## src/rtl/tone_decoder.sv

```systemverilog
// tone_decoder: measures the rising-edge period of a tick-sampled square wave and locks onto one of six notes.
// Build option: define TONE_DECODER_GLITCH_FILTER_EN for a 3-sample majority filter on the tick samples.
module tone_decoder #(
    parameter int TICK_DIV = 2500,
    parameter int TOL      = 2,
    parameter int LOCK_CNT = 4
) (
    input  logic       CLK,
    input  logic       RST,
    input  logic       TONE_IN,
    output logic [2:0] NOTE,
    output logic       VALID,
    output logic [7:0] PERIOD,
    output logic [5:0] LED
);
    localparam int         PW       = (TICK_DIV > 1) ? $clog2(TICK_DIV) : 1;
    localparam logic [2:0] CLS_NONE = 3'd7;

    typedef enum logic [1:0] {SILENT, ACQUIRE, LOCKED} state_t;

    logic [1:0]    r_sync;
    logic [PW-1:0] r_presc;
    logic          r_s;
    logic [7:0]    r_cnt;
    state_t        r_state;
    logic [2:0]    r_cand;
    logic [3:0]    r_match;
    logic [2:0]    r_note;
    logic          r_valid;
    logic [7:0]    r_period;
    logic [5:0]    r_led;

    logic       w_tick;
    logic       w_s_new;
    logic       w_rise;
    logic       w_timeout;
    logic       w_cls_ok;
    logic [7:0] w_m;
    logic [2:0] w_cls;

    function automatic logic [7:0] note_period(input logic [2:0] idx);
        case (idx)
            3'd0:    return 8'd152;
            3'd1:    return 8'd136;
            3'd2:    return 8'd121;
            3'd3:    return 8'd115;
            3'd4:    return 8'd102;
            default: return 8'd91;
        endcase
    endfunction

    function automatic logic in_tol(input logic [7:0] m, input logic [7:0] p);
        int d;
        d = int'(m) - int'(p);
        return (d <= TOL) && (d >= -TOL);
    endfunction

    assign w_tick = (r_presc == PW'(TICK_DIV - 1));

`ifdef TONE_DECODER_GLITCH_FILTER_EN
    logic [1:0] r_hist;

    always_ff @(posedge CLK) begin
        if (RST)
            r_hist <= '0;
        else if (w_tick)
            r_hist <= {r_hist[0], r_sync[1]};
    end

    assign w_s_new = (r_sync[1] & r_hist[0]) | (r_sync[1] & r_hist[1]) | (r_hist[0] & r_hist[1]);
`else
    assign w_s_new = r_sync[1];
`endif

    // r_s holds the previous tick sample, so a rise is new=1 over old=0.
    assign w_rise    = w_tick & w_s_new & ~r_s;
    assign w_m       = (r_cnt == 8'hFF) ? 8'hFF : r_cnt + 8'd1;
    assign w_timeout = w_tick & ~w_rise & (w_m == 8'hFF);

    always_comb begin
        w_cls = CLS_NONE;
        for (int i = 5; i >= 0; i--) begin
            if (w_m != 8'hFF && in_tol(w_m, note_period(3'(i))))
                w_cls = 3'(i);
        end
    end

    assign w_cls_ok = (w_cls != CLS_NONE);

    always_ff @(posedge CLK) begin
        if (RST) begin
            r_sync   <= '0;
            r_presc  <= '0;
            r_s      <= 1'b0;
            r_cnt    <= 8'hFF;
            r_state  <= SILENT;
            r_cand   <= '0;
            r_match  <= '0;
            r_note   <= '0;
            r_valid  <= 1'b0;
            r_period <= '0;
            r_led    <= '0;
        end else begin
            r_sync  <= {r_sync[0], TONE_IN};
            r_presc <= w_tick ? '0 : r_presc + 1'b1;
            if (w_tick) begin
                r_s   <= w_s_new;
                r_cnt <= w_rise ? 8'd0 : w_m;
            end
            if (w_timeout) begin
                r_state <= SILENT;
                r_valid <= 1'b0;
                r_led   <= '0;
            end else if (w_rise) begin
                r_period <= w_m;
                case (r_state)
                    SILENT: begin
                        if (w_cls_ok) begin
                            r_state <= ACQUIRE;
                            r_cand  <= w_cls;
                            r_match <= 4'd1;
                        end
                    end
                    ACQUIRE: begin
                        if (!w_cls_ok) begin
                            r_state <= SILENT;
                        end else if (w_cls == r_cand) begin
                            r_match <= r_match + 4'd1;
                            if (r_match + 4'd1 >= 4'(LOCK_CNT)) begin
                                r_state <= LOCKED;
                                r_note  <= r_cand;
                                r_valid <= 1'b1;
                                r_led   <= 6'd1 << r_cand;
                            end
                        end else begin
                            r_cand  <= w_cls;
                            r_match <= 4'd1;
                        end
                    end
                    LOCKED: begin
                        // NOTE is kept when the lock is lost; only VALID and LED drop.
                        if (!w_cls_ok) begin
                            r_state <= SILENT;
                            r_valid <= 1'b0;
                            r_led   <= '0;
                        end else if (w_cls != r_note) begin
                            r_state <= ACQUIRE;
                            r_cand  <= w_cls;
                            r_match <= 4'd1;
                            r_valid <= 1'b0;
                            r_led   <= '0;
                        end
                    end
                    default: r_state <= SILENT;
                endcase
            end
        end
    end

    assign NOTE   = r_note;
    assign VALID  = r_valid;
    assign PERIOD = r_period;
    assign LED    = r_led;
endmodule

```

## config.mk

```make
export PLATFORM = sky130hd
export DESIGN_NAME = tone_decoder
export DESIGN_NICKNAME = d
export VERILOG_FILES = /design/src/rtl/tone_decoder.sv
export SDC_FILE = /design/constraint.sdc
export NUM_CORES = 1
export LEC_CHECK = 0
export CAP_MARGIN = 20
export CORE_MARGIN = 2
export CORE_UTILIZATION = 35
export DETAILED_ROUTE_END_ITERATION = 10
export GPL_ROUTABILITY_DRIVEN = 1
export PLACE_DENSITY = 0.49
export SKIP_CTS_REPAIR_TIMING = 1
export SLEW_MARGIN = 20
export SYNTH_ARGS = -nofsm -noshare
export SYNTH_HDL_FRONTEND = slang
export SYNTH_SLANG_ARGS = --single-unit
```

## constraint.sdc

```tcl
create_clock -name CLK -period 5.3 [get_ports CLK]
set_input_delay 1.06 -clock CLK [delete_from_list [all_inputs] [get_ports CLK]]
set_output_delay 1.06 -clock CLK [all_outputs]
set_load 0.005 [all_outputs]
```

==> summary.md, run 1 <==
| Metric | Value |
|---|---|
| Status | finished, final reports clean |
| Final period util | 91.6% |
| Final WL | 10,800 µm |
| Drt pass-1 iters | 5 |
| Sequential share of the synthesized area | 26.4% |
| Crit start category | flop |
| Antenna cells | 0 |
| Primary FF master, synth | dfxtp_1 |
| Cts bufs inserted | 5 |
| Clk pin slew, worst setup/hold paths | 100 ps |
| WP data arrival | 5050 ps |
| Static leakage | 1.63 nW |
| Worst setup margin | 444 ps |
| Area contributors post-synth | dfxtp_1 (26%), nor2_1 (5.1%), ha_1 (4.3%) |
| Pwr dens | 148 mW/mm² |
| WS Path Type | flop to flop |
| CTS tree | built |
| Fill count | 1,126 |
| Area Growth Syn to Fin | 11.5% |
| Port bufs | 20 |
| Total GRT Usage | 19.2% |
| Final #Nets | 505 |
| Layout cells sized above 1 | 10.0% |
| Die height | 108 µm |
| Fin. Hold Viols | 0 |
| Peak Freq | 206 MHz |
| Synth top cells by count | nor2_1 (52), dfxtp_1 (50), nand2_1 (39) |
| Clk Latency, worst-skew pair | 300 ps |
| Root Buffer | clkbuf_8 |
| Total power draw | 627 µW |
| Peak VDD IR | 0.160 mV |
| Minimum clock period | 4860 ps |
| DIE WIDTH | 108 µm |
| First DRT Iteration DRCs | 228 |
| Vias in the first global route | 3,442 |
| Mapped Cells | 480 |
| DRC viols | 0 |
| DR vias | 3,586 |
| RSZ-0062 raised after global routing | no |
| Setup slack at placement | 439 ps |
| Clock Path Buffers | 2 |
| Total Neg Setup Slack | 0 ps |
| Synth Warn # | 0 |
| Post-Syn Nets | 496 |
| Final RePlAce weighted congestion | 0.951 |
| First-pass GRT wire length | 17,800 µm |
| I/O pin cnt | 21 |
| Fraction of registers with async set/reset | 0% |
| Worst Hold Class | flop to flop |
| CP max FO | 11 |
| Synth top area share | 26.4% |
| DIE AREA | 0.0117 mm² |
| Row Count | 38 |
| Critical Path RT | 5500 ps |
| Syn Area/Cell | 7.91 µm² |
| Crit. End Element | flop |
| Total congestion overflow | 0 |
| Largest area contributor in the netlist | dfxtp_1 |
| Max Cap Viol | 0 |
| Clock skew | 4.17 ps |
| # H-tree levels | 2 |
| Post-DP HPWL | 8080 µm |
| Hold Worst Slack | 454 ps |
| Final setup fails | 0 |
| Slew HR | 29.5% |
| Netlist Area Pre-Place | 0.00379 mm² |
| Post-route ant nets | 0 |
| Utilization after layout | 39.5% |
| Drt wl/cell | 17.2 µm |
| Worst Max-Slew Pin Slew | 1040 ps |
| Initial antenna violation count | 0 |
| #FFs+latches synth | 50 |
| Via-to-Cell Ratio | 5.69 |
| Clk sinks | 50 |
| Count of cell types in the netlist | 87 |
| Count leader, synth | nor2_1 |
| Maximum number of pins on one net before global-route repair | 25 |
| Core Region | 0.0107 mm² |
| Slew Viols, Final | 0 |
| Initial Utilization | 35.5% |
| EDFF count, synth | 0 |
[routing by layer]
layer  wire length [µm]  global-route usage (%)
met1               5250                    26.8
met2               5120                    31.1
met3                339                    2.59
met4                117                    4.85
met5                  0                       0
[flip-flops by register name, indices dropped and copies added, names as in the netlist]
name	flops
r_cnt	8
r_s	1
PERIOD	8
r_match	4
r_state	2
r_presc	12
LED	6
NOTE	3
r_sync	2
VALID	1
r_cand	3
[per-stage QoR]
| step | area [µm²] | instances |
|---|---|---|
| 2_1_floorplan | 3790 | 480 |
| 5_1_grt | 4230 | 630 |
| 3_3_place_gp | 4130 | 622 |
| 6_report | 4230 | 630 |
| 4_1_cts | 4220 | 630 |
| 3_5_place_dp | 4130 | 622 |
[worst max-delay path: stages (launching register included)]
cell      delay [ps]
dfxtp_1          540
ha_1             290
nand4_2          200
nor2_2           170
buf_4            200
nor2_1           130
inv_1            100
ha_1             420
nand4b_1         140
a21oi_1          160
o21a_1           180
o21ai_0          100
nor2b_1          150
nor4_1           490
nor3_1           210
and3b_1          280
a211o_1          200
nand2_1          180
o21ai_2          280
mux2_1           340
[cells by family after synthesis]
logic type,Yosys count,share of synthesized area (%)
flip-flops,50,26.4
multiplexers,18,4.81
XOR/XNOR,24,5.54
adder cells (fa/ha/maj),13,4.29
AO/OA/AOI/OAI,119,24.1
buffers and inverters,47,5.57
AND/OR/NAND/NOR,209,29.3
[power by group]
| part | switching [mW] | leakage, nW | internal, mW |
|---|---|---|---|
| logic | 0.0103 | 1.18 | 0.00520 |
| clock network | 0.138 | 0.0441 | 0.0932 |
| registers | 0.00238 | 0.404 | 0.378 |
[worst paths after layout]
path | from | depth (start not counted) | slack [ps] | endpoint
min reg2reg | r_sync[0] | 1 | 450 | r_sync[1]
max | r_cnt[0] | 19 | 440 | r_cand[2]
max reg2reg | r_cnt[0] | 19 | 440 | r_cand[2]
min | r_sync[0] | 1 | 450 | r_sync[1]
[cells in the final DEF, fill, tap and decap left out, drive strengths merged, types with 5 or more instances in the layout]
cell,count
xor2,11
and3,12
o21ai,18
a31oi,6
clkbuf,5
a221oi,5
and2,5
nand2,39
nand3b,5
nand2b,12
xnor2,13
ha,13
buf,16
inv,12
a211oi,11
nor4,5
nor2b,6
nand4b,5
or3,5
dfxtp,50
a21oi,30
nor3,12
mux2i,16
clkdlybuf4s50,20
nand3,21
o31ai,12
nand4,10
nor2,54
[final cells by class]
class	count	area [µm²]	share of cell area [%]
multi-input cells	383	2590	61.3
clock buffers	5	68.8	1.63
inverters	13	50.0	1.18
clock inverters	3	21.3	0.503
well taps	140	175	4.14
repair buffers	36	320	7.57
flip-flops and latches	50	1000	23.7
Power figures use the tool's default switching activity.
==> run 2: changes to the inputs <==
--- a/config.mk
+++ b/config.mk
@@ -10,6 +10,7 @@
 export CORE_UTILIZATION = 35
 export DETAILED_ROUTE_END_ITERATION = 10
 export GPL_ROUTABILITY_DRIVEN = 1
+export MAX_ROUTING_LAYER = met4
 export PLACE_DENSITY = 0.49
 export SKIP_CTS_REPAIR_TIMING = 1
 export SLEW_MARGIN = 20
==> constraint.sdc (replaced) <==
create_clock -name CLK -period 5.3 [get_ports CLK]
set_input_delay 1.06 -clock CLK [delete_from_list [all_inputs] [get_ports CLK]]
set_output_delay 1.06 -clock CLK [all_outputs]
set_load 0.1 [all_outputs]
==> summary.md, run 2 (synthesis gave the netlist of run 1 again) <==
| Metric | Value |
|---|---|
| Peak VDD IR | 0.120 mV (-25%) |
| Initial Utilization | 35.5% (unchanged) |
| Root Buffer | clkbuf_8 |
| Commonest non-fill, non-tap cell in the layout | nor2_1 |
| DRC viols | 0 (unchanged) |
| Pwr dens | 159 mW/mm² (+7.3%) |
| Clock power frac | 41.7% (+4.9 points) |
| Maximum number of pins on one net before global-route repair | 28 (+12%) |
| Initial antenna violation count | 0 (unchanged) |
| Final WL | 10,600 µm (-2.5%) |
| Clock Path Buffers | 2 (unchanged) |
| Layout Cells excl Fill | 630 (unchanged) |
| Port bufs | 20 (unchanged) |
| Most frequent cells in the layout | nor2_1 (52), dfxtp_1 (50), nand2_1 (39), a21oi_1 (28), nand3_1 (21) |
| RSZ-0062 raised after global routing | no |
| Switch share | 22.3% (-1.7 points) |
| Sequential power share | 56.1% (-4.6 points) |
| Hold Worst Slack | 452 ps (-2.07 ps) |
| Drt wl/cell | 16.8 µm (-2.5%) |
| Worst setup margin | 467 ps (+22.6 ps) |
| # H-tree levels | 2 (unchanged) |
| Minimum clock period | 4830 ps (-22.6 ps) |
| Worst Hold Class | flop to flop |
| Final period util | 91.2% (-0.43 points) |
| DIE AREA | 0.0117 mm² (unchanged) |
| Via-to-Cell Ratio | 5.77 (+1.4%) |
| Switch Pwr | 151 µW (+0.51%) |
| Cts bufs inserted | 5 (unchanged) |
| Clk Latency, worst-skew pair | 300 ps (about the same) |
| Core Region | 0.0107 mm² (unchanged) |
| DIE WIDTH | 108 µm (unchanged) |
| Slew HR | 31.2% (+1.7 points) |
| Row Count | 38 (unchanged) |
| Final #Nets | 505 (unchanged) |
| Crit start category | flop |
| First-pass GRT wire length | 17,100 µm (-3.6%) |
| Worst Max-Slew Pin Slew | 1020 ps (-25.2 ps) |
| Die height | 108 µm (unchanged) |
| Status | finished, final reports clean |
| Post-DP HPWL | 7810 µm (-3.4%) |
| Setup slack at placement | 442 ps (+2.21 ps) |
| Total congestion overflow | 0 (unchanged) |
| Crit. End Element | flop |
| WS Path Type | flop to flop |
| Clock skew | 8.67 ps (+4.50 ps) |
| First DRT Iteration DRCs | 265 (+16%) |
| Utilization after layout | 39.9% (+0.34 points) |
| Total GRT Usage | 18.9% (-0.31 points) |
| CTS tree | built |
| Drt pass-1 iters | 5 (unchanged) |
| Fin. Hold Viols | 0 (unchanged) |
| Final RePlAce weighted congestion | 0.982 (+3.3%) |
| Clk sinks | 50 (unchanged) |
| Comb power frac | 2.2% (-0.3 points) |
| WP data arrival | 5070 ps (+20 ps) |
| P_int | 527 µW (+11%) |
| Cells after DPL | 622 (unchanged) |
| Max FFs per register | 12 (unchanged) |
| DR vias | 3,637 (+1.4%) |
| Final setup fails | 0 (unchanged) |
| Area Growth Syn to Fin | 12.4% |
| Max Cap Viol | 0 (unchanged) |
| Post-route ant nets | 0 (unchanged) |
| Slew Viols, Final | 0 (unchanged) |
| Antenna cells | 0 (unchanged) |
| Biggest register | r_presc |
| CP max FO | 11 (unchanged) |
| Static leakage | 1.64 nW (+0.70%) |
| I/O pin cnt | 21 (unchanged) |
| Critical Path RT | 5530 ps (+30 ps) |
| Layout cells sized above 1 | 10.4% (+0.41 points) |
| Vias in the first global route | 3,369 (-2.1%) |
| Total Neg Setup Slack | 0 ps (unchanged) |
| Clk pin slew, worst setup/hold paths | 100 ps (about the same) |
| Peak Freq | 207 MHz (+0.47%) |
[run 2: area by class of cell]
type                       count  area [µm²]
multi-input combinational    383        2600
tap                          140         175
clock buffer                   5        68.8
inverter                      13        50.0
clock inverter                 3        48.8
sequential                    50        1000
timing repair buffer          36         320
fill                        1120        6430
[run 2: worst max-delay path: stages (launching register included)]
cell and delay (ps):
dfxtp_1 540, ha_1 280, nand4_2 190, nor2_2 160
nor2_1 60, inv_1 140, ha_1 250, nand2b_1 110
a311oi_1 410, nor3_1 120, or4_4 440, a2111oi_4 430
a22oi_2 120, a221oi_4 310, o21ai_1 110, a22oi_2 290
a211oi_2 120, o21ba_1 450, mux2i_1 230
[run 2: routing by layer]
layer	GRT usage, %	vias up	routed length [µm]
li1	-	1781	-
met1	25.0	1718	4860
met2	30.4	120	4920
met3	3.01	18	580
met4	4.12	0	200
met5	-	-	0
[run 2: power groups by stage]
stage / Sequential [mW] / Combinational, mW / Clock (mW)
finish: 0.380 / 0.0152 / 0.283
global route: 0.381 / 0.0171 / 0.308
CTS: 0.380 / 0.0157 / 0.295
detailed placement: 0.389 / 0.0156 / 0
global placement: 0.389 / 0.0156 / 0
floorplan: 0.389 / 0.0106 / 0
[run 2: through the flow]
step | area [µm²] | power, mW
after global routing | 4270 | 0.706
after detailed placement | 4130 | 0.405
final | 4270 | 0.678
after global placement | 4130 | 0.405
after CTS | 4250 | 0.691
after floorplan | 3790 | 0.399
[run 2: worst paths after layout]
path              from   endpoint  slack (ps)  depth (start not counted)
min reg2reg  r_sync[0]  r_sync[1]         450                          1
max reg2reg   r_cnt[0]     LED[4]         470                         18
min          r_sync[0]  r_sync[1]         450                          1
max           r_cnt[0]     LED[4]         470                         18
==> run 3: changes to the inputs <==
--- a/config.mk
+++ b/config.mk
@@ -6,12 +6,14 @@
 export NUM_CORES = 1
 export LEC_CHECK = 0
 export CAP_MARGIN = 20
+export CELL_PAD_IN_SITES_DETAIL_PLACEMENT = 0
+export CELL_PAD_IN_SITES_GLOBAL_PLACEMENT = 1
 export CORE_MARGIN = 2
 export CORE_UTILIZATION = 35
 export DETAILED_ROUTE_END_ITERATION = 10
 export GPL_ROUTABILITY_DRIVEN = 1
 export MAX_ROUTING_LAYER = met4
-export PLACE_DENSITY = 0.49
+export PLACE_DENSITY = 0.63
 export SKIP_CTS_REPAIR_TIMING = 1
 export SLEW_MARGIN = 20
 export SYNTH_ARGS = -nofsm -noshare
==> summary.md, run 3 (synthesis gave the netlist of run 1 again) <==
| Metric | Value |
|---|---|
| Status | finished, final reports clean |
| Comb power frac | 2.3% (about the same) |
| Total GRT Usage | 20.0% (+1.1 points) |
| Worst hold stages | 1 (unchanged) |
| Biggest register | r_presc |
| DIE AREA | 0.0117 mm² (unchanged) |
| DR vias | 3,615 (-0.60%) |
| Peak Freq | 205 MHz (-0.78%) |
| Row Count | 38 (unchanged) |
| R2r worst-path depth | 18 (unchanged) |
| Critical path's slowest cell | dfxtp_1 |
| Final RePlAce weighted congestion | 0.958 (-2.5%) |
| Clk Latency, worst-skew pair | 320 ps (+20 ps) |
| Max Cap Viol | 0 (unchanged) |
| Critical Path RT | 5510 ps (-20 ps) |
| CP max FO | 11 (unchanged) |
| P_int | 527 µW (about the same) |
| Worst Hold Class | flop to flop |
| Clock Path Buffers | 2 (unchanged) |
| Final setup fails | 0 (unchanged) |
| DIE WIDTH | 108 µm (unchanged) |
| CTS tree | built |
| I/O pin cnt | 21 (unchanged) |
| Drt wl/cell | 17.3 µm (+3.1%) |
| Worst Hold Launch | r_sync[0] |
| WP data arrival | 5080 ps (about the same) |
| Drt pass-1 iters | 5 (unchanged) |
| Initial Utilization | 35.5% (unchanged) |
| Area Growth Syn to Fin | 12.3% |
| Slew HR | 30.4% (-0.71 points) |
| WS Path Type | flop to flop |
| Sequential power share | 55.8% (-0.3 points) |
| Crit start category | flop |
| # H-tree levels | 2 (unchanged) |
| Switch Pwr | 154 µW (+1.9%) |
| Commonest non-fill, non-tap cell in the layout | nor2_1 |
| Vias in the first global route | 3,456 (+2.6%) |
| Worst setup margin | 429 ps (-38.2 ps) |
| Static leakage | 1.64 nW (+0.21%) |
| R2r endpoint | r_cand[2] |
| Total Neg Setup Slack | 0 ps (unchanged) |
| Worst Max-Slew Pin Slew | 1030 ps (+10.6 ps) |
| Clk sinks | 50 (unchanged) |
| Minimum clock period | 4870 ps (+38.2 ps) |
| Root Buffer | clkbuf_8 |
| Post-route ant nets | 0 (unchanged) |
| Worst Hold End | r_sync[1] |
| Most frequent cells in the layout | nor2_1 (52), dfxtp_1 (50), nand2_1 (39), a21oi_1 (28), nand3_1 (21) |
| Slew Viols, Final | 0 (unchanged) |
| Switch share | 22.6% (+0.33 points) |
| Clock skew | 13.0 ps (+4.35 ps) |
| Worst path max stage delay | 530 ps (about the same) |
| Crit. End Element | flop |
| Layout cells sized above 1 | 10.4% (+0.021 points) |
| Cts bufs inserted | 5 (unchanged) |
| CP most frequent cell | ha_1 |
| Initial antenna violation count | 0 (unchanged) |
| Setup slack at placement | 444 ps (+2.59 ps) |
| First DRT Iteration DRCs | 195 (-26%) |
| Clock power frac | 41.9% (+0.2 points) |
| Final period util | 91.9% (+0.72 points) |
| Port bufs | 20 (unchanged) |
| Fin. Hold Viols | 0 (unchanged) |
| Reg2Reg Setup Slack | 430 ps (-40 ps) |
| DRC viols | 0 (unchanged) |
| Peak VDD IR | 0.0858 mV (-29%) |
| Die height | 108 µm (unchanged) |
| Post-DP HPWL | 8240 µm (+5.5%) |
| Startpoint of the worst register-to-register path | r_cnt[0] |
| Final WL | 10,900 µm (+2.9%) |
| Via-to-Cell Ratio | 5.75 (-0.45%) |
| Total power draw | 681 µW (+0.42%) |
| RSZ-0062 raised after global routing | no |
| Critical Path, Cell by Cell | ha_1 > nand4_2 > nor2_2 > nor2_1 > inv_1 > ha_1 > nand2b_1 > a311oi_1 > nor3_1 > or4_4 > a2111oi_4 > a22oi_2 > a221oi_4 > o21ai_1 > a21oi_2 > nand2_1 > o21ai_2 > mux2_1 |
| Total congestion overflow | 0 (unchanged) |
| Core Region | 0.0107 mm² (unchanged) |
| Max FFs per register | 12 (unchanged) |
| Antenna cells | 0 (unchanged) |
| Utilization after layout | 39.8% (-0.047 points) |
| Final #Nets | 504 (-0.20%) |
| First-pass GRT wire length | 18,000 µm (+5.0%) |
| Clk pin slew, worst setup/hold paths | 110 ps (about the same) |
| Maximum number of pins on one net before global-route repair | 25 (-11%) |
| Pwr dens | 160 mW/mm² (+0.54%) |
[run 3: cell count changes in the layout (fill, tap and decap cells not counted)]
cell	before	now
buf_4	16	15
nor4_1	4	5
nor4_2	1	0
nor4bb_1	0	1
nor4bb_2	1	0
o21ba_1	1	0
o21ba_2	0	1
xnor2_1	13	12
xnor2_2	0	1
xor2_1	11	10
xor2_2	0	1
[run 3: power groups by stage]
| stage | registers, mW | clock network, mW | logic (mW) |
|---|---|---|---|
| floorplan | 0.389 | 0 | 0.0106 |
| global placement | 0.389 | 0 | 0.0155 |
| detailed placement | 0.389 | 0 | 0.0157 |
| CTS | 0.380 | 0.295 | 0.0159 |
| global route | 0.381 | 0.308 | 0.0174 |
| finish | 0.380 | 0.285 | 0.0155 |
[run 3: per-layer routing]
| layer | wire [µm] | part of all wire (%) | GRT usage, % |
|---|---|---|---|
| met5 | 0 | 0 | - |
| met4 | 168 | 1.5 | 4.85 |
| met3 | 399 | 3.7 | 3.44 |
| met2 | 5050 | 46 | 31.3 |
| met1 | 5250 | 48 | 26.9 |
[run 3: cell type report]
cell class                      instances  area (µm²)
Clock buffer                            5        68.8
Clock inverter                          3        48.8
Fill cell                            1130        6440
Inverter                               13        50.0
Multi-Input combinational cell        383        2610
Sequential cell                        50        1000
Tap cell                              140         175
Timing Repair Buffer                   35         313
[run 3: critical path: cells and delay by family (launching register included)]
kind,cells,cell delay (ps)
AOI/OAI and AO/OA,7,1780
and+or+nand+nor,7,1400
adders and majority gates,2,580
DFF,1,530
muxes,1,350
buffers and inverters,1,130
[run 3: worst max-delay path by stage]
stage | start | end | slack, ps
after detailed placement | r_cnt[0] | LED[4] | 440
after floorplan | r_cnt[1] | LED[0] | 860
final | r_cnt[0] | r_cand[2] | 430
after CTS | r_cnt[0] | LED[4] | 360
after global placement | r_cnt[0] | LED[4] | 480
after global routing | r_cnt[0] | LED[1] | 30
[run 3: stage by stage]
step | std cells | instance area, µm² | hold slack [ps]
final | 629 | 4260 | 455
after detailed placement | 621 | 4130 | 433
after global routing | 629 | 4260 | 487
after global placement | 621 | 4130 | 442
after floorplan | 480 | 3790 | 414
after CTS | 629 | 4240 | 462
